$ cat config.mk
export PLATFORM = sky130hd
export DESIGN_NAME = dmem_arbiter
export DESIGN_NICKNAME = d
export VERILOG_FILES = /design/src/rtl/dmem_arbiter_pkg.sv /design/src/rtl/dmem_rr_picker.sv /design/src/rtl/dmem_arbiter.sv
export SDC_FILE = /design/constraint.sdc
export NUM_CORES = 1
export LEC_CHECK = 0
export CAP_MARGIN = 20
export CORE_ASPECT_RATIO = 1.75
export CORE_MARGIN = 1.5
export CORE_UTILIZATION = 36
export DETAILED_ROUTE_END_ITERATION = 8
export GPL_TIMING_DRIVEN = 0
export PLACE_DENSITY = 0.83
export SLEW_MARGIN = 40
export SYNTH_ARGS = -nofsm -noshare
export SYNTH_HDL_FRONTEND = slang
export SYNTH_SLANG_ARGS = --single-unit
$ cat constraint.sdc
create_clock -name clk -period 1.18 [get_ports clk]
set_input_delay 0.118 -clock clk [delete_from_list [all_inputs] [get_ports clk]]
set_output_delay 0.118 -clock clk [all_outputs]
set_load 0.1 [all_outputs]
$ cat src/rtl/dmem_arbiter_pkg.sv
// Shared types and constants for the two-port data-memory arbiter.
// Latency: n/a (definitions only).
// Backpressure: n/a (definitions only).
package dmem_arbiter_pkg;

    localparam int WORD_LEN      = 32;
    localparam int DATA_MEM_SIZE = 256;

    typedef enum logic {
        IDLE   = 1'b0,
        ACCESS = 1'b1
    } arb_state_t;

    typedef logic port_id_t;

    localparam port_id_t PORT0 = 1'b0;
    localparam port_id_t PORT1 = 1'b1;

    // Request captured at handshake; the byte offset is dropped because
    // DataMem is word-addressed, but the range check used the full address.
    typedef struct packed {
        port_id_t                port;
        logic                    we;
        logic [WORD_LEN-3:0]     word_addr;
        logic [WORD_LEN-1:0]     wdata;
        logic                    err;
    } acc_req_t;

    // A word starting at addr must fit entirely below limit.
    function automatic logic addr_oob(input logic [WORD_LEN-1:0] addr, input int limit);
        return addr >= WORD_LEN'(limit - 3);
    endfunction

endpackage

$ cat src/rtl/dmem_rr_picker.sv
// Picks one of two valid requesters; DMEM_ARB_FIXED_PRIO_EN selects fixed port-0 priority.
// Latency: combinational.
// Backpressure: none; a non-granted port simply stays pending upstream.
module dmem_rr_picker
    import dmem_arbiter_pkg::*;
(
    input  logic [1:0] valid,
    input  port_id_t   pointer,
    output logic [1:0] grant
);

`ifdef DMEM_ARB_FIXED_PRIO_EN
    // Fixed priority ignores the last-grant history.
    logic unused_pointer;
    assign unused_pointer = pointer;

    // Port 0 wins whenever it is asking.
    always_comb begin
        grant = 2'b00;
        if (valid[0]) begin
            grant = 2'b01;
        end else if (valid[1]) begin
            grant = 2'b10;
        end
    end
`else
    // Ties go to the port that was not granted last; a lone requester always wins.
    always_comb begin
        grant = 2'b00;
        if (valid == 2'b11) begin
            grant = (pointer == PORT1) ? 2'b01 : 2'b10;
        end else begin
            grant = valid;
        end
    end
`endif

endmodule

$ cat src/rtl/dmem_arbiter.sv
// Two-port load/store arbiter in front of a combinational-read DataMem (DMEM_ARB_FIXED_PRIO_EN: fixed priority).
// Latency: handshake at edge k, memory access in cycle k+1, response pulse in cycle k+2.
// Backpressure: ready only in IDLE for the winning port; losers hold their request until granted.
module dmem_arbiter
    import dmem_arbiter_pkg::*;
#(
    parameter int ADDR_LIMIT = DATA_MEM_SIZE
)
(
    input  logic                clk,
    input  logic                rstn,
    input  logic                req0_valid,
    input  logic                req0_we,
    input  logic [WORD_LEN-1:0] req0_addr,
    input  logic [WORD_LEN-1:0] req0_wdata,
    output logic                req0_ready,
    input  logic                req1_valid,
    input  logic                req1_we,
    input  logic [WORD_LEN-1:0] req1_addr,
    input  logic [WORD_LEN-1:0] req1_wdata,
    output logic                req1_ready,
    output logic                rsp0_valid,
    output logic [WORD_LEN-1:0] rsp0_rdata,
    output logic                rsp0_err,
    output logic                rsp1_valid,
    output logic [WORD_LEN-1:0] rsp1_rdata,
    output logic                rsp1_err,
    output logic                mem_readEn,
    output logic                mem_writeEn,
    output logic [WORD_LEN-1:0] mem_address,
    output logic [WORD_LEN-1:0] mem_datain,
    input  logic [WORD_LEN-1:0] mem_dataout
);

    arb_state_t          state_q, state_d;
    port_id_t            ptr_q;
    logic [1:0]          grant;
    logic                hs;
    acc_req_t            acc_q;
    logic                rsp_vld_q;
    port_id_t            rsp_port_q;
    logic [WORD_LEN-1:0] rsp_rdata_q;
    logic                rsp_err_q;

    dmem_rr_picker u_picker (
        .valid   ({req1_valid, req0_valid}),
        .pointer (ptr_q),
        .grant   (grant)
    );

    // The picker only grants valid ports, so any grant in IDLE is a handshake.
    assign hs = (state_q == IDLE) && (grant != 2'b00);

    // State register; reset aborts any access in flight.
    always_ff @(posedge clk or negedge rstn) begin
        if (!rstn) begin
            state_q <= IDLE;
        end else begin
            state_q <= state_d;
        end
    end

    // Next state, ready handshake and DataMem drive.
    always_comb begin
        state_d     = state_q;
        req0_ready  = 1'b0;
        req1_ready  = 1'b0;
        mem_readEn  = 1'b0;
        mem_writeEn = 1'b0;
        mem_address = '0;
        mem_datain  = '0;
        case (state_q)
            IDLE: begin
                req0_ready = grant[0];
                req1_ready = grant[1];
                if (hs) begin
                    state_d = ACCESS;
                end
            end
            ACCESS: begin
                state_d     = IDLE;
                mem_address = {acc_q.word_addr, 2'b00};
                mem_readEn  = !acc_q.we;
                mem_writeEn = acc_q.we && !acc_q.err;
                mem_datain  = acc_q.wdata;
            end
            default: begin
                state_d = IDLE;
            end
        endcase
    end

    // Capture the winning request and remember who won for the next tie.
    always_ff @(posedge clk or negedge rstn) begin
        if (!rstn) begin
            acc_q <= '0;
            ptr_q <= PORT1;
        end else if (hs) begin
            if (grant[1]) begin
                acc_q <= '{port: PORT1, we: req1_we, word_addr: req1_addr[WORD_LEN-1:2],
                           wdata: req1_wdata, err: addr_oob(req1_addr, ADDR_LIMIT)};
                ptr_q <= PORT1;
            end else begin
                acc_q <= '{port: PORT0, we: req0_we, word_addr: req0_addr[WORD_LEN-1:2],
                           wdata: req0_wdata, err: addr_oob(req0_addr, ADDR_LIMIT)};
                ptr_q <= PORT0;
            end
        end
    end

    // Response register: loaded at the end of ACCESS, otherwise a single-cycle pulse.
    always_ff @(posedge clk or negedge rstn) begin
        if (!rstn) begin
            rsp_vld_q   <= 1'b0;
            rsp_port_q  <= PORT0;
            rsp_rdata_q <= '0;
            rsp_err_q   <= 1'b0;
        end else begin
            rsp_vld_q <= (state_q == ACCESS);
            if (state_q == ACCESS) begin
                rsp_port_q  <= acc_q.port;
                rsp_err_q   <= acc_q.err;
                rsp_rdata_q <= (!acc_q.we && !acc_q.err) ? mem_dataout : '0;
            end
        end
    end

    assign rsp0_valid = rsp_vld_q && (rsp_port_q == PORT0);
    assign rsp1_valid = rsp_vld_q && (rsp_port_q == PORT1);
    assign rsp0_rdata = rsp0_valid ? rsp_rdata_q : '0;
    assign rsp1_rdata = rsp1_valid ? rsp_rdata_q : '0;
    assign rsp0_err   = rsp0_valid && rsp_err_q;
    assign rsp1_err   = rsp1_valid && rsp_err_q;

endmodule

==> impl_results.md, run 1 <==
- Status: finished with violations
- Violations in the final reports: setup timing
- Routed len/inst: 20.49 µm
- CP endpoint: rsp0_rdata[10]
- Power consumption: 15.86 mW
- Dpl hpwl: 15400 µm
- Maximum VDD drop: 1.031 mV
- Synth cell count leaders: 101 x dfrtp_1, 96 x and2_1, 95 x nand2_1, 65 x o21ai_1, 63 x mux2i_1
- Setup CP Type: reg2out
- Clock sinks: 102
- Largest area contributor in the netlist: dfrtp_1
- Worst-path maximum fanout: 6
- Drt first pass iters: 4
- Final worst path period share: 149.8%
- Die W: 96.92 µm
- Height of the die: 167.4 µm
- Multi-input logic area: 3098 µm²
- H-tree lvl count: 3
- Finished Layout Cells: 1145
- RSZ-0062 raised after global routing: yes
- Total Wirelength: 23470 µm
- Vias post-DR: 5895
- Worst slew margin: 63.47%
- All-layer global routing usage: 26.88%
- Num rows: 59
- Die area: 16220 µm²
- Critical Path RT: 1060 ps
- Worst hold path type: in2async
- Layout cells sized above 1: 42.00%
- Later-pin clock latency in the skew report: 350 ps
- Avg Cell Area, Syn: 9.246 µm²
- Nets: 1124
- Antenna Nets Post-Route: 0
- Clock skew: 10.53 ps
- Pwr/cell area: 1329 nW/µm²
- Crit start category: flip-flop
- Synthesized netlist cell count: 601
- Worst-margin pin slew: 542.9 ps
- I/O Pins: 302
- Via density: 5.148
- Most numerous cell in the Yosys netlist: dfrtp_1
- Share of the synthesized area in the top cell type: 45.49%
- Initial core utilization: 37.08%
- Max-Cap Viols: 0
- Synth top area cells: dfrtp_1 45%, mux2i_1 11%, and2_1 11%
- Grt total ovfl: 0
- Final Setup Violations: 235
- First-pass GRT wire length: 34080 µm
- Design area: 11940 µm²
- Top FF cell, synth: dfrtp_1
- Area growth, synth to finish: 114.9%
- R2R depth: 6
- CP startpoint: rsp_port_q$_DFFE_PN0P_
- Pre-CTS setup slack: -628.2 ps
- Placed cell count: 1085
- R2R Setup Slk: -320 ps
- Placed cell area: 8655 µm²
- CORE AREA: 14990 µm²
- Number of synthesized flops with an enable pin: 0
- F_max: 565.5 MHz
- Asr flop ratio synth: 100.0%
- Port-buffer cells: 299
- Syn. warnings: 0
- DRT iter0 DRCs: 173
- Register area share after synthesis: 45.96%
- N_diodes: 0
- Vias in the first global route: 6208
- # fillers: 878
- Worst Setup End Kind: primary output
- Cell variety after synth: 33
- Clk buf depth: 2
- Root buf cell: clkbuf_16
- Reg-to-reg endpoint: rsp_err_q$_DFFE_PN0P_
- Largest net degree at the start of global routing: 66
- WHS: 236.8 ps
- Tmin final: 1768 ps
- Worst setup margin: -588.2 ps
- Worst path arrival time: 1650 ps
- CTS buffer count: 9
- CTS tree: built
- P_leak: 5.151 nW
- Final core utilization: 79.67%
- Syn Std Cell Area: 5557 µm²
- Slew Viols, Final: 0
- Reg area: 2557 µm²
- Setup TNS: -87540 ps
- Reg2reg start: state_q$_DFF_PN0_
- Placer Congestion: 0.8323
- Register bit total from synthesis: 102
- Clock slew at reported path FFs: 70 ps
- Hold Vio Cnt, Final: 0
- DRC violations left: 0
- Initial antenna violation count: 0
## worst min path at each step
stage	from	to	slack, ps
after floorplan	rstn	acc_q[0]$_DFFE_PN0P_	-180
after global placement	acc_q[64]$_DFFE_PN0P_	acc_q[64]$_DFFE_PN0P_	450
after detailed placement	rstn	rsp_rdata_q[28]$_DFFE_PN0P_	20
after CTS	rstn	rsp_rdata_q[28]$_DFFE_PN0P_	240
after global routing	rstn	rsp_rdata_q[28]$_DFFE_PN0P_	250
final	rstn	rsp_rdata_q[28]$_DFFE_PN0P_	240
## flip-flops by register name, summed over array words and instances (netlist names)
name,flops
acc_q,65
ptr_q,1
rsp_err_q,1
rsp_port_q,1
rsp_rdata_q,32
rsp_vld_q,1
state_q,1
## cell families (layout without fill, tap and decap cells)
logic type      Yosys count  in the layout  synth area share [%]
compound gates          104            104                 9.930
buf+inv                  79            439                 8.039
flops                   102            102                 45.96
mux                      65             65                 11.75
other cells               1              2               0.06749
simple gates            250            250                 24.25
## layout make-up
cell class | instances | area share, %
flip-flops and latches | 102 | 21.42
inverters | 33 | 1.038
multi-input cells | 421 | 25.95
clock buffers | 11 | 2.033
plain buffers | 41 | 4.852
well taps | 183 | 1.918
clock inverters | 4 | 0.7965
repair buffers | 350 | 41.99
## placed cells by master (no fill, tap or decap), types with 3 or more instances in the layout
master             n
and2_4            96
and3_2             4
and3_4            29
buf_12           144
buf_2              3
buf_4             16
buf_6             23
buf_8             12
bufinv_16          3
clkbuf_16         22
clkbuf_2           3
clkbuf_4           4
clkbuf_8           7
clkdlybuf4s50_1  164
dfrtp_1           98
dfrtp_2            3
inv_1             33
mux2i_1           48
mux2i_2           11
mux2i_4            4
nand2_1           92
nand2_2            3
nor4_1            10
o21ai_0           16
o21ai_1           76
o21ai_2            3
## report_power, final
part	total, mW	switching [mW]	internal (mW)
Sequential	4.29	0.309	3.98
Clock	3.48	1.35	2.12
Combinational	8.10	4.46	3.64
## worst max-delay path: stages (launching register included)
cell and delay, ps:
dfrtp_2 430, and2b_4 360, clkbuf_16 180, and2_4 160
buf_12 170
## layer usage
layer  up-vias  share of wire [%]  global-route usage, %
li1       2712                  -                      -
met1      2859                 35                  28.72
met2       253                 56                  48.77
met3        71                4.7                  6.135
met4         0                4.9                  13.99
met5         -                  0                      0
## what timing repair did
action / 4_1_cts / 5_1_grt
hold buffers: 1 / 0
pin swaps: 12 / 9
endpoints found under the setup margin: 235 / 233
endpoints found under the hold margin: 37 / 0
cloned: 2 / 14
resized for setup: 600 / 72
buffers inserted: 11 / 22
Power figures use the tool's default switching activity.
==> run 2: changes to the inputs <==
--- a/config.mk
+++ b/config.mk
@@ -6,7 +6,6 @@
 export NUM_CORES = 1
 export LEC_CHECK = 0
 export CAP_MARGIN = 20
-export CORE_ASPECT_RATIO = 1.75
 export CORE_MARGIN = 1.5
 export CORE_UTILIZATION = 36
 export DETAILED_ROUTE_END_ITERATION = 8
==> impl_results.md, run 2 (synthesis gave the netlist of run 1 again) <==
- Status: finished with violations
- H-tree lvl count: 3 (unchanged)
- Clock skew: 8.836 ps (-1.698 ps)
- Reg2reg start: state_q$_DFF_PN0_
- Pwr/cell area: 1264 nW/µm² (-4.8%)
- Nets: 1153 (+2.6%)
- Violations in the final reports: setup timing
- Die W: 127.2 µm (+31%)
- Worst slew margin: 48.75% (-15 points)
- Grt total ovfl: 0 (unchanged)
- Finished Layout Cells: 1181 (+3.1%)
- Worst setup margin: -639.8 ps (-51.60 ps)
- Dpl hpwl: 15240 µm (-1.0%)
- Layout cells sized above 1: 59.17% (+17 points)
- Comb power frac: 55.1% (+4.1 points)
- DRT iter0 DRCs: 368 (+110%)
- Via density: 5.605 (+8.9%)
- Area growth, synth to finish: 140.7%
- P_leak: 5.990 nW (+16%)
- Clock share of power: 18.0% (-3.9 points)
- Internal power: 9.881 mW (+1.5%)
- Net switching power: 7.027 mW (+15%)
- Switching share of power: 41.56% (+2.9 points)
- Antenna Nets Post-Route: 0 (unchanged)
- Root buf cell: clkbuf_16
- Met1 Use GR: 36.22% (+7.5 points)
- Tmin final: 1820 ps (+51.60 ps)
- Routed len/inst: 26.62 µm (+30%)
- R2R Setup Slk: -480 ps (-160 ps)
- Critical Path RT: 1060 ps (about the same)
- Die area: 16190 µm² (-0.18%)
- Most common cell after layout, fill and taps aside: clkdlybuf4s50_1
- Num rows: 45 (-24%)
- Worst-path maximum fanout: 5 (-1)
- R2R depth: 9 (+3)
- Max reg flops: 65 (unchanged)
- Design area: 13370 µm² (+12%)
- Grt peak-use layer: met2
- Met2 GRT Util: 57.13% (+8.4 points)
- Slew Viols, Final: 0 (unchanged)
- Later-pin clock latency in the skew report: 350 ps (about the same)
- Biggest register: acc_q
- Hold Vio Cnt, Final: 0 (unchanged)
- RSZ-0062 raised after global routing: yes
- Initial core utilization: 36.69% (-0.39 points)
- I/O Pins: 302 (unchanged)
- Height of the die: 127.2 µm (-24%)
- Worst hold path type: in2async
- Largest net degree at the start of global routing: 54 (-18%)
- Commonest non-fill, non-tap cells in the layout: 163 x clkdlybuf4s50_1, 156 x buf_12, 98 x dfrtp_1
- CORE AREA: 15150 µm² (+1.1%)
- Pre-CTS setup slack: -668.9 ps (-40.65 ps)
- CTS tree: built
- DRC violations left: 0 (unchanged)
- Port-buffer cells: 299 (unchanged)
- First-pass GRT wire length: 39140 µm (+15%)
- Placer Congestion: 0.8719 (+4.8%)
- Crit start category: flip-flop
- Vias in the first global route: 6583 (+6.0%)
- Setup TNS: -104420 ps (-16890 ps)
- Drt first pass iters: 5 (+1)
- Initial antenna violation count: 0 (unchanged)
- Clk buf depth: 2 (unchanged)
- Clock slew at reported path FFs: 70 ps (about the same)
- Placed cell area: 8661 µm² (about the same)
- Reg-to-reg endpoint: rsp_rdata_q[15]$_DFFE_PN0P_
- Setup CP Type: reg2out
- Leading registers by flop count: acc_q x65, rsp_rdata_q x32
- GRT met3 Usage: 9.213% (+3.1 points)
- Worst Setup End Kind: primary output
- Final Setup Violations: 234 (-0.43%)
- Final core utilization: 88.29% (+8.6 points)
- Worst-margin pin slew: 761.7 ps (+218.8 ps)
- # fillers: 610 (-31%)
- All-layer global routing usage: 32.22% (+5.3 points)
- Maximum VDD drop: 0.9028 mV (-12%)
- Vias post-DR: 6620 (+12%)
- Clock sinks: 102 (unchanged)
- Final worst path period share: 154.2% (+4.4 points)
- F_max: 549.5 MHz (-2.8%)
- Worst path arrival time: 1700 ps (+50 ps)
- Placed cell count: 1090 (+0.46%)
- CTS buffer count: 9 (unchanged)
- Part of the power in registers: 26.8% (-0.2 points)
- Total Wirelength: 31430 µm (+34%)
- Max-Cap Viols: 0 (unchanged)
-- run 2: through the flow --
stage               total power, mW  hold slack (ps)
global route                  17.33            315.6
floorplan                     8.568           -177.6
detailed placement            10.02            54.47
global placement              10.28            459.4
finish                        16.91            278.6
CTS                           15.37            275.4
-- run 2: cell type report --
type / count / area (µm²) / area share (%)
inverters: 33 / 123.9 / 0.9263
diodes: 1 / 2.502 / 0.01871
multi-input cells: 422 / 3874 / 28.97
plain buffers: 43 / 711.9 / 5.324
flip-flops and latches: 102 / 2557 / 19.12
repair buffers: 376 / 5585 / 41.77
clock buffers: 11 / 232.7 / 1.740
clock inverters: 5 / 50.05 / 0.3743
well taps: 188 / 235.2 / 1.759
-- run 2: power by group through the flow --
stage          Combinational [mW]  Clock, mW  Sequential (mW)
2_1_floorplan                4.31          0             4.26
3_3_place_gp                 5.94          0             4.33
3_5_place_dp                 5.67          0             4.35
4_1_cts                      8.08       3.01             4.28
5_1_grt                      9.56       3.20             4.57
6_report                     9.32       3.05             4.53
-- run 2: critical path: stages, from the launching register on --
cell and delay (ps):
dfrtp_2 440, and2b_4 340, buf_4 140, buf_8 110, and2_4 160, buf_12 170
-- run 2: how the worst max path moves through the flow --
stage / depth (start not counted) / slack (ps) / to / startpoint
final: 5 / -640 / rsp0_rdata[13] / rsp_port_q$_DFFE_PN0P_
after global routing: 5 / -650 / rsp0_rdata[3] / rsp_port_q$_DFFE_PN0P_
after CTS: 4 / -560 / rsp0_rdata[7] / rsp_port_q$_DFFE_PN0P_
after global placement: 1 / -4070 / acc_q[31]$_DFFE_PN0P_ / rstn
after floorplan: 4 / -690 / acc_q[0]$_DFFE_PN0P_ / ptr_q$_DFFE_PN1P_
after detailed placement: 5 / -670 / req1_ready / req1_valid
-- run 2: repair_timing --
| action | CTS | global route |
|---|---|---|
| setup endpoints to repair | 233 | 235 |
| resized for setup | 686 | 291 |
| buffers inserted | 30 | 21 |
| pin swaps | 47 | 82 |
| endpoints found under the hold margin | 49 | 0 |
| hold buffers | 1 | 0 |
| gates cloned | 24 | 9 |
-- run 2: per-layer routing --
metal	wire, µm	share of wire, %
met5	0	0
met4	1295	4.1
met3	2418	7.7
met2	16440	52
met1	11280	36
==> run 3: changes to the inputs <==
--- a/config.mk
+++ b/config.mk
@@ -6,7 +6,7 @@
 export NUM_CORES = 1
 export LEC_CHECK = 0
 export CAP_MARGIN = 20
-export CORE_MARGIN = 1.5
+export CORE_MARGIN = 4
 export CORE_UTILIZATION = 36
 export DETAILED_ROUTE_END_ITERATION = 8
 export GPL_TIMING_DRIVEN = 0
==> impl_results.md, run 3 (synthesis gave the netlist of run 1 again) <==
- Status: finished with violations
- Violations in the final reports: setup timing
- Biggest register: acc_q
- Power consumption: 16.82 mW (-0.54%)
- Grt total ovfl: 0 (unchanged)
- Commonest non-fill, non-tap cells in the layout: 164 x clkdlybuf4s50_1, 138 x buf_12, 98 x dfrtp_1
- # fillers: 676 (+11%)
- Layout cells sized above 1: 56.81% (-2.4 points)
- GRT met3 Usage: 8.244% (-0.97 points)
- Drt first pass iters: 5 (unchanged)
- H-tree lvl count: 3 (unchanged)
- Num rows: 45 (unchanged)
- Worst setup margin: -646.1 ps (-6.292 ps)
- First-pass GRT wire length: 38480 µm (-1.7%)
- Die W: 132.2 µm (+3.9%)
- Worst-margin pin slew: 797.0 ps (+35.34 ps)
- Grt peak-use layer: met2
- Nets: 1153 (unchanged)
- Pre-CTS setup slack: -702.4 ps (-33.54 ps)
- Hold Vio Cnt, Final: 0 (unchanged)
- Placer Congestion: 0.8438 (-3.2%)
- Routed len/inst: 25.90 µm (-2.7%)
- Worst Setup End Kind: primary output
- Via density: 5.542 (-1.1%)
- DRC violations left: 0 (unchanged)
- Worst path arrival time: 1710 ps (about the same)
- Dpl hpwl: 16330 µm (+7.1%)
- Most common cell after layout, fill and taps aside: clkdlybuf4s50_1
- All-layer global routing usage: 28.40% (-3.8 points)
- Slowest cell delay on critical path: 450 ps (about the same)
- Later-pin clock latency in the skew report: 370 ps (+20 ps)
- Worst hold path type: in2reg
- Reg area: 2557 µm² (unchanged)
- Crit start category: flip-flop
- Pwr/cell area: 1294 nW/µm² (+2.3%)
- Clock sinks: 102 (unchanged)
- Critical Path, Cell by Cell: and2b_4 -> buf_12 -> and2_4 -> buf_12
- Area growth, synth to finish: 133.9%
- Setup CP Type: reg2out
- DRT iter0 DRCs: 395 (+7.3%)
- Worst-path maximum fanout: 10 (+5)
- Hold worst-path end: rsp_rdata_q[17]$_DFFE_PN0P_
- F_max: 547.6 MHz (-0.34%)
- WHS: 319.7 ps (+41.11 ps)
- Worst Path Buf+Inv: 2 (-1)
- Leading registers by flop count: acc_q x65, rsp_rdata_q x32
- Clock slew at reported path FFs: 70 ps (about the same)
- Multi-input logic area: 3726 µm² (-3.8%)
- Maximum VDD drop: 0.8249 mV (-8.6%)
- P_leak: 5.728 nW (-4.4%)
- Most Frequent Cell on Critical Path: buf_12
- Port-buffer cells: 299 (unchanged)
- Antenna Nets Post-Route: 0 (unchanged)
- Largest net degree at the start of global routing: 55 (+1.9%)
- Worst slew margin: 46.37% (-2.4 points)
- Vias in the first global route: 6601 (+0.27%)
- Final Setup Violations: 235 (+0.43%)
- RSZ-0062 raised after global routing: yes
- Largest delay contributor family on the critical path: simple AND/OR/NAND/NOR gates
- R2R Setup Slk: -510 ps (-30 ps)
- Slowest CP cell: dfrtp_2
- CTS tree: built
- Height of the die: 132.2 µm (+3.9%)
- Tmin final: 1826 ps (+6.292 ps)
- Slew Viols, Final: 0 (unchanged)
- Max reg flops: 65 (unchanged)
- R2R depth: 8 (-1)
- Vias post-DR: 6539 (-1.2%)
- I/O Pins: 302 (unchanged)
- Reg-to-reg endpoint: rsp_rdata_q[19]$_DFFE_PN0P_
- CORE AREA: 15150 µm² (unchanged)
- Clk buf depth: 2 (unchanged)
- Met2 GRT Util: 51.03% (-6.1 points)
- Hold Path Depth: 3
- CTS buffer count: 9 (unchanged)
- Total Wirelength: 30560 µm (-2.8%)
- Clock skew: 8.277 ps (-0.5585 ps)
- Final worst path period share: 154.8% (+0.53 points)
- Initial antenna violation count: 2 (+2)
- Root buf cell: clkbuf_16
- Die area: 17490 µm² (+8.0%)
- Beginning of the worst hold path: mem_dataout[17]
- Initial core utilization: 36.69% (unchanged)
- Met1 Use GR: 32.19% (-4.0 points)
- Critical Path RT: 1060 ps (about the same)
- Reg2reg start: state_q$_DFF_PN0_
- Max-Cap Viols: 0 (unchanged)
## run 3: worst max path at each step
stage / start / endpoint / slack, ps / depth (start not counted)
floorplan: ptr_q$_DFFE_PN1P_ / acc_q[0]$_DFFE_PN0P_ / -690 / 4
global placement: rstn / acc_q[17]$_DFFE_PN0P_ / -4010 / 1
detailed placement: req0_addr[31] / acc_q[0]$_DFFE_PN0P_ / -700 / 5
CTS: rsp_port_q$_DFFE_PN0P_ / rsp0_rdata[10] / -590 / 4
global route: rsp_port_q$_DFFE_PN0P_ / rsp0_rdata[24] / -660 / 4
finish: rsp_port_q$_DFFE_PN0P_ / rsp0_rdata[24] / -650 / 4
## run 3: worst min-delay path, stage by stage
cell and delay, ps:
clkdlybuf4s50_1 410, nand2_2 60, o21ai_1 50
## run 3: cell type report
| class | count | area share, % |
|---|---|---|
| antenna | 1 | 0.01925 |
| buffer | 40 | 4.506 |
| clock buffer | 11 | 1.945 |
| clock inverter | 4 | 0.5391 |
| inverter | 33 | 0.9916 |
| multi-input combinational | 422 | 28.67 |
| sequential | 102 | 19.68 |
| tap | 188 | 1.810 |
| timing repair buffer | 379 | 41.84 |
## run 3: per-layer routing
metal  up-vias  routed length, µm
li1       2781                  -
met1      3245              10880
met2       415              15920
met3        96               2515
met4         2               1236
met5         -                 13
## run 3: timing repair
| action | in CTS | in global routing |
|---|---|---|
| gates cloned | 20 | 10 |
| buffers inserted | 34 | 23 |
| hold buffers | 1 | 0 |
| gates resized for setup | 646 | 274 |
| endpoints found under the setup margin | 233 | 235 |
| hold endpoints to repair | 48 | 0 |
| pin swaps | 36 | 76 |
## run 3: report_power, final
part,switching [mW],internal [mW]
sequential,0.505,3.98
clock,1.45,1.96
combinational,4.91,4.01
## run 3: metrics by stage
| stage | setup TNS (ps) | util, % | instances | instance area [µm²] |
|---|---|---|---|---|
| after floorplan | -9974 | - | 602 | 6071 |
| after global placement | -597120 | 61.40 | 1089 | 9299 |
| after detailed placement | -96210 | 57.18 | 1090 | 8661 |
| after CTS | -94620 | 79.11 | 1158 | 11980 |
| after global routing | -118060 | 85.79 | 1179 | 12990 |
| final | -110480 | 85.81 | 1180 | 13000 |
